--- config.mk ---
export PLATFORM = sky130hd
export DESIGN_NAME = display_value_ctrl
export DESIGN_NICKNAME = d
export VERILOG_FILES = /design/src/rtl/display_value_ctrl.sv
export SDC_FILE = /design/constraint.sdc
export NUM_CORES = 1
export LEC_CHECK = 0
export CORE_MARGIN = 10
export CORE_UTILIZATION = 35
export DETAILED_ROUTE_END_ITERATION = 12
export PLACE_DENSITY = 0.56
export SYNTH_ARGS = -nofsm -noshare
export SYNTH_HDL_FRONTEND = slang
export SYNTH_SLANG_ARGS = --single-unit
--- constraint.sdc ---
create_clock -name clk -period 4.77 [get_ports clk]
set_input_delay 0.477 -clock clk [delete_from_list [all_inputs] [get_ports clk]]
set_output_delay 0.477 -clock clk [all_outputs]
set_load 0.05 [all_outputs]
--- src/rtl/display_value_ctrl.sv ---
// display_value_ctrl
//   Takes an unsigned binary value over a valid/ready handshake, converts it
//   to four BCD digits with a sequential double-dabble (one shift per clock),
//   applies leading-zero blanking and registers the digit codes and the
//   active-low anode mask for the 4-digit 7-segment decoder.
//   Values above MAX_VAL saturate to MAX_VAL and raise ovf.
//
// Ports:
//   clk, reset            clock, asynchronous active-high reset
//   val_in/val_valid      value to display and its valid strobe
//   val_ready             high when a value can be accepted this cycle
//   clr                   synchronous clear back to the "0" display
//   busy                  conversion in progress (LOAD/SHIFT/COMMIT)
//   ovf                   last committed value exceeded MAX_VAL
//   an_out                active-low anode mask, bit0 = rightmost digit
//   dig_0_out..dig_3_out  digit codes 0-9, 8'hFF = blank (dig_0 = units)
//
// Optional feature: define DISP_BLINK_EN to blank the whole display
// periodically (every 2^(BLINK_W-1) cycles) while ovf is set.
module display_value_ctrl #(
  parameter int VAL_W   = 14,
  parameter int MAX_VAL = 9999,
  parameter int BLINK_W = 24
) (
  input  logic             clk,
  input  logic             reset,
  input  logic [VAL_W-1:0] val_in,
  input  logic             val_valid,
  output logic             val_ready,
  input  logic             clr,
  output logic             busy,
  output logic             ovf,
  output logic [3:0]       an_out,
  output logic [7:0]       dig_0_out,
  output logic [7:0]       dig_1_out,
  output logic [7:0]       dig_2_out,
  output logic [7:0]       dig_3_out
);

  localparam int CNT_W = $clog2(VAL_W + 1);
  localparam logic [VAL_W-1:0] MAX_V      = VAL_W'(MAX_VAL);
  localparam logic [CNT_W-1:0] LAST_SHIFT = CNT_W'(VAL_W - 1);

  if (VAL_W < 14 || BLINK_W < 1) begin : g_param_check
    $error("display_value_ctrl: VAL_W must be >= 14 and BLINK_W >= 1");
  end

  typedef enum logic [1:0] {IDLE, LOAD, SHIFT, COMMIT} state_t;

  state_t           state;
  logic [VAL_W-1:0] val_q;
  logic [VAL_W-1:0] bin_q;
  logic [15:0]      bcd_q;
  logic [15:0]      bcd_adj;
  logic [CNT_W-1:0] shift_cnt;
  logic             ovf_int;
  logic             ovf_q;
  logic [3:0]       an_q;
  logic [7:0]       dig0_q, dig1_q, dig2_q, dig3_q;
  logic             blank3, blank2, blank1;

  assign val_ready = (state == IDLE) && !clr;
  assign busy      = (state != IDLE);
  assign ovf       = ovf_q;
  assign dig_0_out = dig0_q;
  assign dig_1_out = dig1_q;
  assign dig_2_out = dig2_q;
  assign dig_3_out = dig3_q;

  // Double-dabble correction: nibbles >= 5 get +3 before the shift.
  always_comb begin
    bcd_adj = bcd_q;
    for (int unsigned i = 0; i < 4; i++) begin
      if (bcd_q[4*i +: 4] >= 4'd5) begin
        bcd_adj[4*i +: 4] = bcd_q[4*i +: 4] + 4'd3;
      end
    end
  end

  // A digit is blank only if it and every more significant digit are zero.
  always_comb begin
    blank3 = (bcd_q[15:12] == 4'd0);
    blank2 = blank3 && (bcd_q[11:8] == 4'd0);
    blank1 = blank2 && (bcd_q[7:4] == 4'd0);
  end

  always_ff @(posedge clk or posedge reset) begin
    if (reset) begin
      state     <= IDLE;
      val_q     <= '0;
      bin_q     <= '0;
      bcd_q     <= '0;
      shift_cnt <= '0;
      ovf_int   <= 1'b0;
      ovf_q     <= 1'b0;
      an_q      <= 4'b1110;
      dig0_q    <= 8'd0;
      dig1_q    <= '1;
      dig2_q    <= '1;
      dig3_q    <= '1;
    end else if (clr) begin
      state     <= IDLE;
      ovf_int   <= 1'b0;
      ovf_q     <= 1'b0;
      an_q      <= 4'b1110;
      dig0_q    <= 8'd0;
      dig1_q    <= '1;
      dig2_q    <= '1;
      dig3_q    <= '1;
    end else begin
      case (state)
        IDLE: begin
          if (val_valid) begin
            val_q <= val_in;
            state <= LOAD;
          end
        end
        LOAD: begin
          if (val_q > MAX_V) begin
            ovf_int <= 1'b1;
            bin_q   <= MAX_V;
          end else begin
            ovf_int <= 1'b0;
            bin_q   <= val_q;
          end
          bcd_q     <= '0;
          shift_cnt <= '0;
          state     <= SHIFT;
        end
        SHIFT: begin
          {bcd_q, bin_q} <= {bcd_adj, bin_q} << 1;
          shift_cnt      <= shift_cnt + 1'b1;
          if (shift_cnt == LAST_SHIFT) begin
            state <= COMMIT;
          end
        end
        COMMIT: begin
          ovf_q  <= ovf_int;
          an_q   <= {blank3, blank2, blank1, 1'b0};
          dig3_q <= blank3 ? 8'hFF : {4'd0, bcd_q[15:12]};
          dig2_q <= blank2 ? 8'hFF : {4'd0, bcd_q[11:8]};
          dig1_q <= blank1 ? 8'hFF : {4'd0, bcd_q[7:4]};
          dig0_q <= {4'd0, bcd_q[3:0]};
          state  <= IDLE;
        end
        default: state <= IDLE;
      endcase
    end
  end

`ifdef DISP_BLINK_EN
  logic [BLINK_W-1:0] blink_cnt;

  always_ff @(posedge clk or posedge reset) begin
    if (reset) blink_cnt <= '0;
    else       blink_cnt <= blink_cnt + 1'b1;
  end

  // Forcing is applied after the register so digit codes stay untouched.
  assign an_out = (ovf_q && blink_cnt[BLINK_W-1]) ? 4'b1111 : an_q;
`else
  assign an_out = an_q;
`endif

endmodule

==> impl_metrics.sql, run 1 <==
INSERT INTO impl_metrics (metric_group, metric, value, unit) VALUES
('status', 'run_status', 'finished, final reports clean', ''),
('clock_network', 'cts_buffer_depth', '2', ''),
('clock_network', 'cts.root.buffer_cell', 'sky130_fd_sc_hd__clkbuf_8', ''),
('placement', 'dp.final_hpwl', '5.090', 'mm'),
('finish', 'flow.area_growth_from_synthesis', '20.12', '%'),
('sta', 'final.min_clock_period', '2.522', 'ns'),
('sta', 'timing.final.setup_violations', '0', ''),
('global_routing', 'first_global_vias', '2598', ''),
('placement', 'placed_cell_area', '4103', 'um^2'),
('global_routing', 'grt-ovfl-total', '0', ''),
('clock_network', 'worst_skew_pair.late_latency', '0.34', 'ns'),
('finish', 'design_area', '4325', 'um^2'),
('synth', 'yosys.cell_types.count', '41', ''),
('finish', 'number_of_antenna_repair_diodes', '0', ''),
('clock_network', 'cts.hold.buffers_added', '0', ''),
('routing', 'via_count', '2513', ''),
('sta', 'finalHoldViolCount', '0', ''),
('clock_network', 'cts_made_buffers', '9', ''),
('synth', 'post_synth_main_area_contributors', 'sky130_fd_sc_hd__dfrtp_1 39%, sky130_fd_sc_hd__dfstp_2 11%, sky130_fd_sc_hd__ha_1 5.9%', ''),
('sta', 'finalCritPeriodShare', '0.5288', ''),
('global_routing', 'first_pass_grt_wire_length', '12.67', 'mm'),
('die', 'die_y', '121.4', 'um'),
('setup_path', 'cpPeakStageDelay', '0.81', 'ns'),
('finish', 'post_route_cells_drive_above_1_share', '0.1671', ''),
('sta', 'fin_setup_tns', '0', 'ns'),
('synth', 'postSynth.topFlopCell', 'sky130_fd_sc_hd__dfrtp_1', ''),
('routing', 'initialDrtViolationCount', '103', ''),
('setup_path', 'path_delay_family', 'buffers and inverters', ''),
('routing', 'drc_errors', '0', ''),
('synth', 'synth_top_cell_area_share', '0.3892', ''),
('sta', 'slew_viol_final', '0', ''),
('die', 'effective_utilization_at_floorplan', '0.3634', ''),
('routing', 'wl_per_cell', '13.82', 'um'),
('clock_network', 'cts_resized', '0', ''),
('setup_path', 'category_of_the_most_critical_setup_path', 'reg -> out', ''),
('setup_path', 'worstPathCellList', 'inv_1 -> ha_1 -> inv_1 -> nor2_4 -> clkdlybuf4s50_1', ''),
('synth', 'fraction_of_the_yosys_area_taken_by_sequential_cells', '0.4986', ''),
('synth', 'synth_area_leader_cell', 'sky130_fd_sc_hd__dfrtp_1', ''),
('setup_path', 'critical_path.slowest_cell', 'sky130_fd_sc_hd__clkdlybuf4s50_1', ''),
('routing', 'detail_route_antenna_nets', '0', ''),
('power', 'ir_worst_vdd', '404.4', 'uV'),
('routing', 'wirelength', '7.299', 'mm'),
('die', 'die_width', '121.4', 'um'),
('power', 'power-per-cell-area', '511.9', 'nW/um^2'),
('clock_network', 'clk_pin_slew_worst_paths', '0.07', 'ns'),
('global_routing', 'number_of_antenna_violations_at_the_first_check_in_global_routing', '0', ''),
('power', 'p_leak', '1.801', 'nW'),
('die', 'row_count', '36', ''),
('routing', 'post_drt_via_cell_ratio', '4.759', ''),
('die', 'die-area', '14750', 'um^2'),
('synth', 'ys_seq_elements', '71', ''),
('global_routing', 'grt_start_max_net_pins', '43', ''),
('setup_path', 'worstPathBufferInverterCount', '3', ''),
('global_routing', 'global_route.usage.total', '0.1033', ''),
('placement', 'io_buffer_count', '51', ''),
('synth', 'syn_avg_cell_area', '10.23', 'um^2'),
('clock_network', 'tritoncts', 'done', ''),
('synth', 'netlist_instances', '352', ''),
('setup_path', 'worst_ep_required_time', '4.29', 'ns'),
('setup_path', 'timing.critical_path.mode_cell', 'sky130_fd_sc_hd__inv_1', ''),
('clock_network', 'cts.htree.levels', '3', ''),
('min_path', 'hp-class', 'reg -> reg', ''),
('sta', 'max_freq', '0.3965', 'GHz'),
('clock_network', 'clock_sink_total', '71', ''),
('die', 'pin_count', '57', ''),
('setup_path', 'crit_path_start_kind', 'flip-flop', ''),
('synth', 'netlist_area', '3601', 'um^2'),
('setup_path', 'cp_max_fo', '4', ''),
('sta', 'whs', '0.4806', 'ns'),
('setup_path', 'regToRegSetupSlack', '2.79', 'ns'),
('setup_path', 'cp.arrival', '2.05', 'ns');
[final timing paths]
path                           endpoint      start  cells past startpoint
min reg2reg                   bcd_q[13]  bcd_q[13]                      2
max in group asynchronous  dig_3_out[3]      reset                      3
max reg2reg                    bin_q[7]   state[0]                      7
max                           val_ready   state[0]                      5
min                           bcd_q[13]  bcd_q[13]                      2
min in group asynchronous      val_q[1]      reset                      2
[stage by stage]
step                      total power [mW]  utilization  worst slack (ns)  cells
after floorplan                      1.515            -             2.521    356
after global placement               1.687       0.4140             2.267    512
after detailed placement             1.703       0.4140             2.271    512
after CTS                            2.246       0.4365             2.216    528
after global routing                 2.376       0.4365             2.148    528
final                                2.214       0.4365             2.248    528
[report_power, final]
group	switching [mW]	internal, mW	total [mW]
registers	0.109	0.773	0.882
logic	0.499	0.300	0.799
clock network	0.224	0.309	0.533
total	0.833	1.38	2.21
[routing by layer]
layer / vias up / wire length (um) / part of all wire / track usage
met4: 0 / 103 / 0.014 / 0.03800
met2: 61 / 3215 / 0.44 / 0.1654
met1: 1185 / 3496 / 0.48 / 0.1292
li1: 1256 / - / - / -
met5: - / 0 / 0 / 0
met3: 11 / 483 / 0.066 / 0.02932
[registers in the layout (all words and copies together), names as in the netlist, 4 cells and up]
name,flops
bcd_q,16
bin_q,14
val_q,14
dig_1_out,5
dig_2_out,5
dig_3_out,5
dig_0_out,4
shift_cnt,4
[cell type report]
cell class / instances / area (um^2)
fillers: 980 / 5584
flip-flops and latches: 71 / 1795
multi-input cells: 233 / 1521
repair buffers: 56 / 548.0
well taps: 133 / 166.4
clock buffers: 11 / 141.4
clock inverters: 5 / 81.33
inverters: 19 / 71.32
[tightest hold or removal path, cell delays in order (launching register included)]
cell                      delay (ns)
sky130_fd_sc_hd__dfrtp_1        0.34
sky130_fd_sc_hd__nand2_1        0.05
sky130_fd_sc_hd__o31ai_1        0.06
[cell usage in the layout (no fill, tap or decap), types with 12 or more instances in the layout]
| cell | n |
|---|---|
| sky130_fd_sc_hd__a21oi_1 | 12 |
| sky130_fd_sc_hd__clkdlybuf4s50_1 | 51 |
| sky130_fd_sc_hd__dfrtp_1 | 56 |
| sky130_fd_sc_hd__dfstp_2 | 15 |
| sky130_fd_sc_hd__ha_1 | 17 |
| sky130_fd_sc_hd__inv_1 | 18 |
| sky130_fd_sc_hd__mux2_2 | 18 |
| sky130_fd_sc_hd__nand2_1 | 44 |
| sky130_fd_sc_hd__nor2_1 | 24 |
| sky130_fd_sc_hd__o21ai_0 | 33 |
[cells by family after synthesis]
logic type	after synthesis	share of synthesized area
xor gates and xnor gates	4	0.009728
muxes	25	0.07575
other	1	0.001041
AOI/OAI and AO/OA	76	0.1310
buffers and inverters	52	0.08304
DFF	71	0.4986
adders and majority gates	17	0.05907
and+or+nand+nor	106	0.1418
(Power assumes the default switching activity.)
==> inputs of run 2 (changes only) <==
==> constraint.sdc (replaced) <==
create_clock -name clk -period 2.4 [get_ports clk]
set_input_delay 0.24 -clock clk [delete_from_list [all_inputs] [get_ports clk]]
set_output_delay 0.24 -clock clk [all_outputs]
set_load 0.05 [all_outputs]
==> run 2 against run 1 <==
Via count grew 0.40%. First-iteration DRC count is 30% higher. Sequential power up 98%. Die area did not move. Critical path depth is 1 lower. Clock power increased by 83%. Cell area is 0.78% higher. Final cell count increased by 0.57%. Global-route usage grew 0.44 points.
==> impl_metrics.sql, run 2 (synthesized netlist as in run 1, its figures left out) <==
INSERT INTO impl_metrics (metric_group, metric, value, unit) VALUES
('routing', 'drc_errors', '0', ''),
('setup_path', 'worst_ep_required_time', '2.16', 'ns'),
('global_routing', 'grtUsageMet3', '0.04141', ''),
('finish', 'largest_reg_flops', '16', ''),
('clock_network', 'clk_pin_slew_worst_paths', '0.08', 'ns'),
('finish', 'multiInputGateArea', '1521', 'um^2'),
('die', 'effective_utilization_at_floorplan', '0.3634', ''),
('global_routing', 'grt_start_max_net_pins', '42', ''),
('power', 'internal-power', '2.688', 'mW'),
('global_routing', 'first_global_vias', '2676', ''),
('clock_network', 'postCtsSetupBuffers', '0', ''),
('clock_network', 'cts_buffer_depth', '2', ''),
('clock_network', 'tritoncts', 'done', ''),
('placement', 'place_ws', '0.5322', 'ns'),
('power', 'clockPowerShare', '0.223', ''),
('routing', 'initialDrtViolationCount', '134', ''),
('setup_path', 'startpoint_of_the_worst_register_to_register_path', 'bcd_q[8]', ''),
('routing', 'dr.pass1.iters', '4', ''),
('finish', 'largestRegisters', 'bcd_q: 16 flops, bin_q: 14 flops, val_q: 14 flops', ''),
('clock_network', 'cts_made_buffers', '9', ''),
('flow_run', 'drv_cap', '0', ''),
('global_routing', 'number_of_antenna_violations_at_the_first_check_in_global_routing', '0', ''),
('sta', 'slew_viol_final', '0', ''),
('clock_network', 'cts.hold.buffers_added', '0', ''),
('die', 'die-area', '14750', 'um^2'),
('finish', 'most-common-layout-cells', '56 x sky130_fd_sc_hd__dfrtp_1, 50 x sky130_fd_sc_hd__clkdlybuf4s50_1, 44 x sky130_fd_sc_hd__nand2_1', ''),
('routing', 'via_count', '2523', ''),
('sta', 'finalHoldViolCount', '0', ''),
('sta', 'grt_setup_unrepaired', 'no', ''),
('finish', 'post_route_cells_drive_above_1_share', '0.1759', ''),
('clock_network', 'clock_sink_total', '71', ''),
('global_routing', 'grt-ovfl-total', '0', ''),
('finish', 'flow.area_growth_from_synthesis', '21.06', '%'),
('status', 'run_status', 'finished, final reports clean', ''),
('sta', 'worst_case_setup_margin_in_the_final_layout', '0.1601', 'ns'),
('clock_network', 'cts_resized', '0', ''),
('power', 'power-per-cell-area', '1003', 'nW/um^2'),
('finish', 'fin_cells', '531', ''),
('power', 'ir_worst_vdd', '741.6', 'uV'),
('die', 'row_count', '36', ''),
('sta', 'timing.slew.headroom', '0.5931', ''),
('placement', 'io_buffer_count', '51', ''),
('die', 'die_width', '121.4', 'um'),
('global_routing', 'met2_usage', '0.1664', ''),
('finish', 'filler_cell_count', '997', ''),
('finish', 'design.final.nets', '428', ''),
('sta', 'max_slew.worst_pin.slew', '0.6096', 'ns'),
('power', 'seqPwrFrac', '0.401', ''),
('sta', 'timing.final.setup_violations', '0', ''),
('min_path', 'hp-class', 'in -> async', ''),
('routing', 'wl_per_cell', '14.06', 'um'),
('power', 'post-layout-total-power', '4.373', 'mW'),
('power', 'p_leak', '1.825', 'nW'),
('die', 'die_y', '121.4', 'um'),
('sta', 'fin_setup_tns', '0', 'ns'),
('routing', 'detail_route_antenna_nets', '0', ''),
('sta', 'finalCritPeriodShare', '0.9333', ''),
('placement', 'dp.final_hpwl', '5.271', 'mm'),
('finish', 'number_of_antenna_repair_diodes', '0', ''),
('finish', 'postLayoutCoreUtil', '0.4399', ''),
('routing', 'wirelength', '7.464', 'mm'),
('routing', 'post_drt_via_cell_ratio', '4.751', ''),
('global_routing', 'gr-max-usage-layer', 'met2', ''),
('power', 'swShare', '0.3854', ''),
('global_routing', 'global_route.usage.total', '0.1077', ''),
('power', 'comb_power_share', '0.376', ''),
('placement', 'gp_routability_congestion', '0.7730', ''),
('finish', 'layout.cells.most_common', 'sky130_fd_sc_hd__dfrtp_1', ''),
('setup_path', 'cp.arrival', '2.00', 'ns'),
('sta', 'fin_skew', '0.01271', 'ns'),
('setup_path', 'cp_max_fo', '4', ''),
('setup_path', 'startpoint', 'state[0]', ''),
('sta', 'final.min_clock_period', '2.240', 'ns'),
('clock_network', 'cts.htree.levels', '3', ''),
('clock_network', 'worst_skew_pair.late_latency', '0.35', 'ns'),
('finish', 'largest_register', 'bcd_q', ''),
('global_routing', 'grt.met1_usage', '0.1330', ''),
('die', 'fp.coreArea', '9910', 'um^2'),
('setup_path', 'crit_path_start_kind', 'flip-flop', ''),
('finish', 'seq_area', '1795', 'um^2'),
('setup_path', 'worstSetupEndpointType', 'primary output', ''),
('setup_path', 'category_of_the_most_critical_setup_path', 'reg -> out', ''),
('global_routing', 'first_pass_grt_wire_length', '12.85', 'mm'),
('power', 'switchingPower', '1.685', 'mW'),
('clock_network', 'cts.root.buffer_cell', 'sky130_fd_sc_hd__clkbuf_8', ''),
('sta', 'max_freq', '0.4465', 'GHz'),
('die', 'pin_count', '57', ''),
('placement', 'post-place-cells', '515', '');
run 2: layout make-up:
cell class / instances / share of cell area
Inverter: 19 / 0.01636
Timing Repair Buffer: 59 / 0.1389
Sequential cell: 71 / 0.4119
Clock inverter: 5 / 0.01320
Clock buffer: 11 / 0.03243
Tap cell: 133 / 0.03817
Multi-Input combinational cell: 233 / 0.3490
run 2: path summary, 6_finish.rpt:
| check | end | slack, ns | cells after the start |
|---|---|---|---|
| worst max register to register | bcd_q[10] | 0.64 | 6 |
| max in group asynchronous | dig_1_out[0] | 1.47 | 3 |
| worst max-delay path | busy | 0.16 | 4 |
| worst min register to register | bin_q[2] | 0.48 | 2 |
| worst min-delay path | bin_q[1] | 0.23 | 2 |
| min in group clk | bin_q[2] | 0.48 | 2 |
run 2: layer usage:
| layer | wire length (um) | up-vias |
|---|---|---|
| met3 | 601 | 10 |
| met2 | 3189 | 58 |
| met1 | 3576 | 1187 |
| met5 | 0 | - |
| met4 | 97 | 0 |
| li1 | - | 1268 |
run 2: metrics by stage:
stage / hold slack, ns / area [um^2]
2_1_floorplan: 0.3904 / 3616
3_3_place_gp: 0.4590 / 4160
3_5_place_dp: 0.4707 / 4160
4_1_cts: 0.2423 / 4359
5_1_grt: 0.2576 / 4359
6_report: 0.2339 / 4359
run 2: worst max-delay path, stage by stage, from the launching register on:
cell and delay [ns]:
sky130_fd_sc_hd__dfrtp_1 0.40, sky130_fd_sc_hd__inv_1 0.10, sky130_fd_sc_hd__ha_1 0.20, sky130_fd_sc_hd__inv_1 0.12
sky130_fd_sc_hd__clkdlybuf4s50_1 0.83
run 2: power by group through the flow:
stage | Sequential (mW) | Clock (mW) | Combinational [mW]
final | 1.75 | 0.973 | 1.65
after global routing | 1.81 | 1.06 | 1.83
after CTS | 1.76 | 1.01 | 1.68
after detailed placement | 1.78 | 0 | 1.66
after global placement | 1.77 | 0 | 1.65
after floorplan | 1.86 | 0 | 1.15
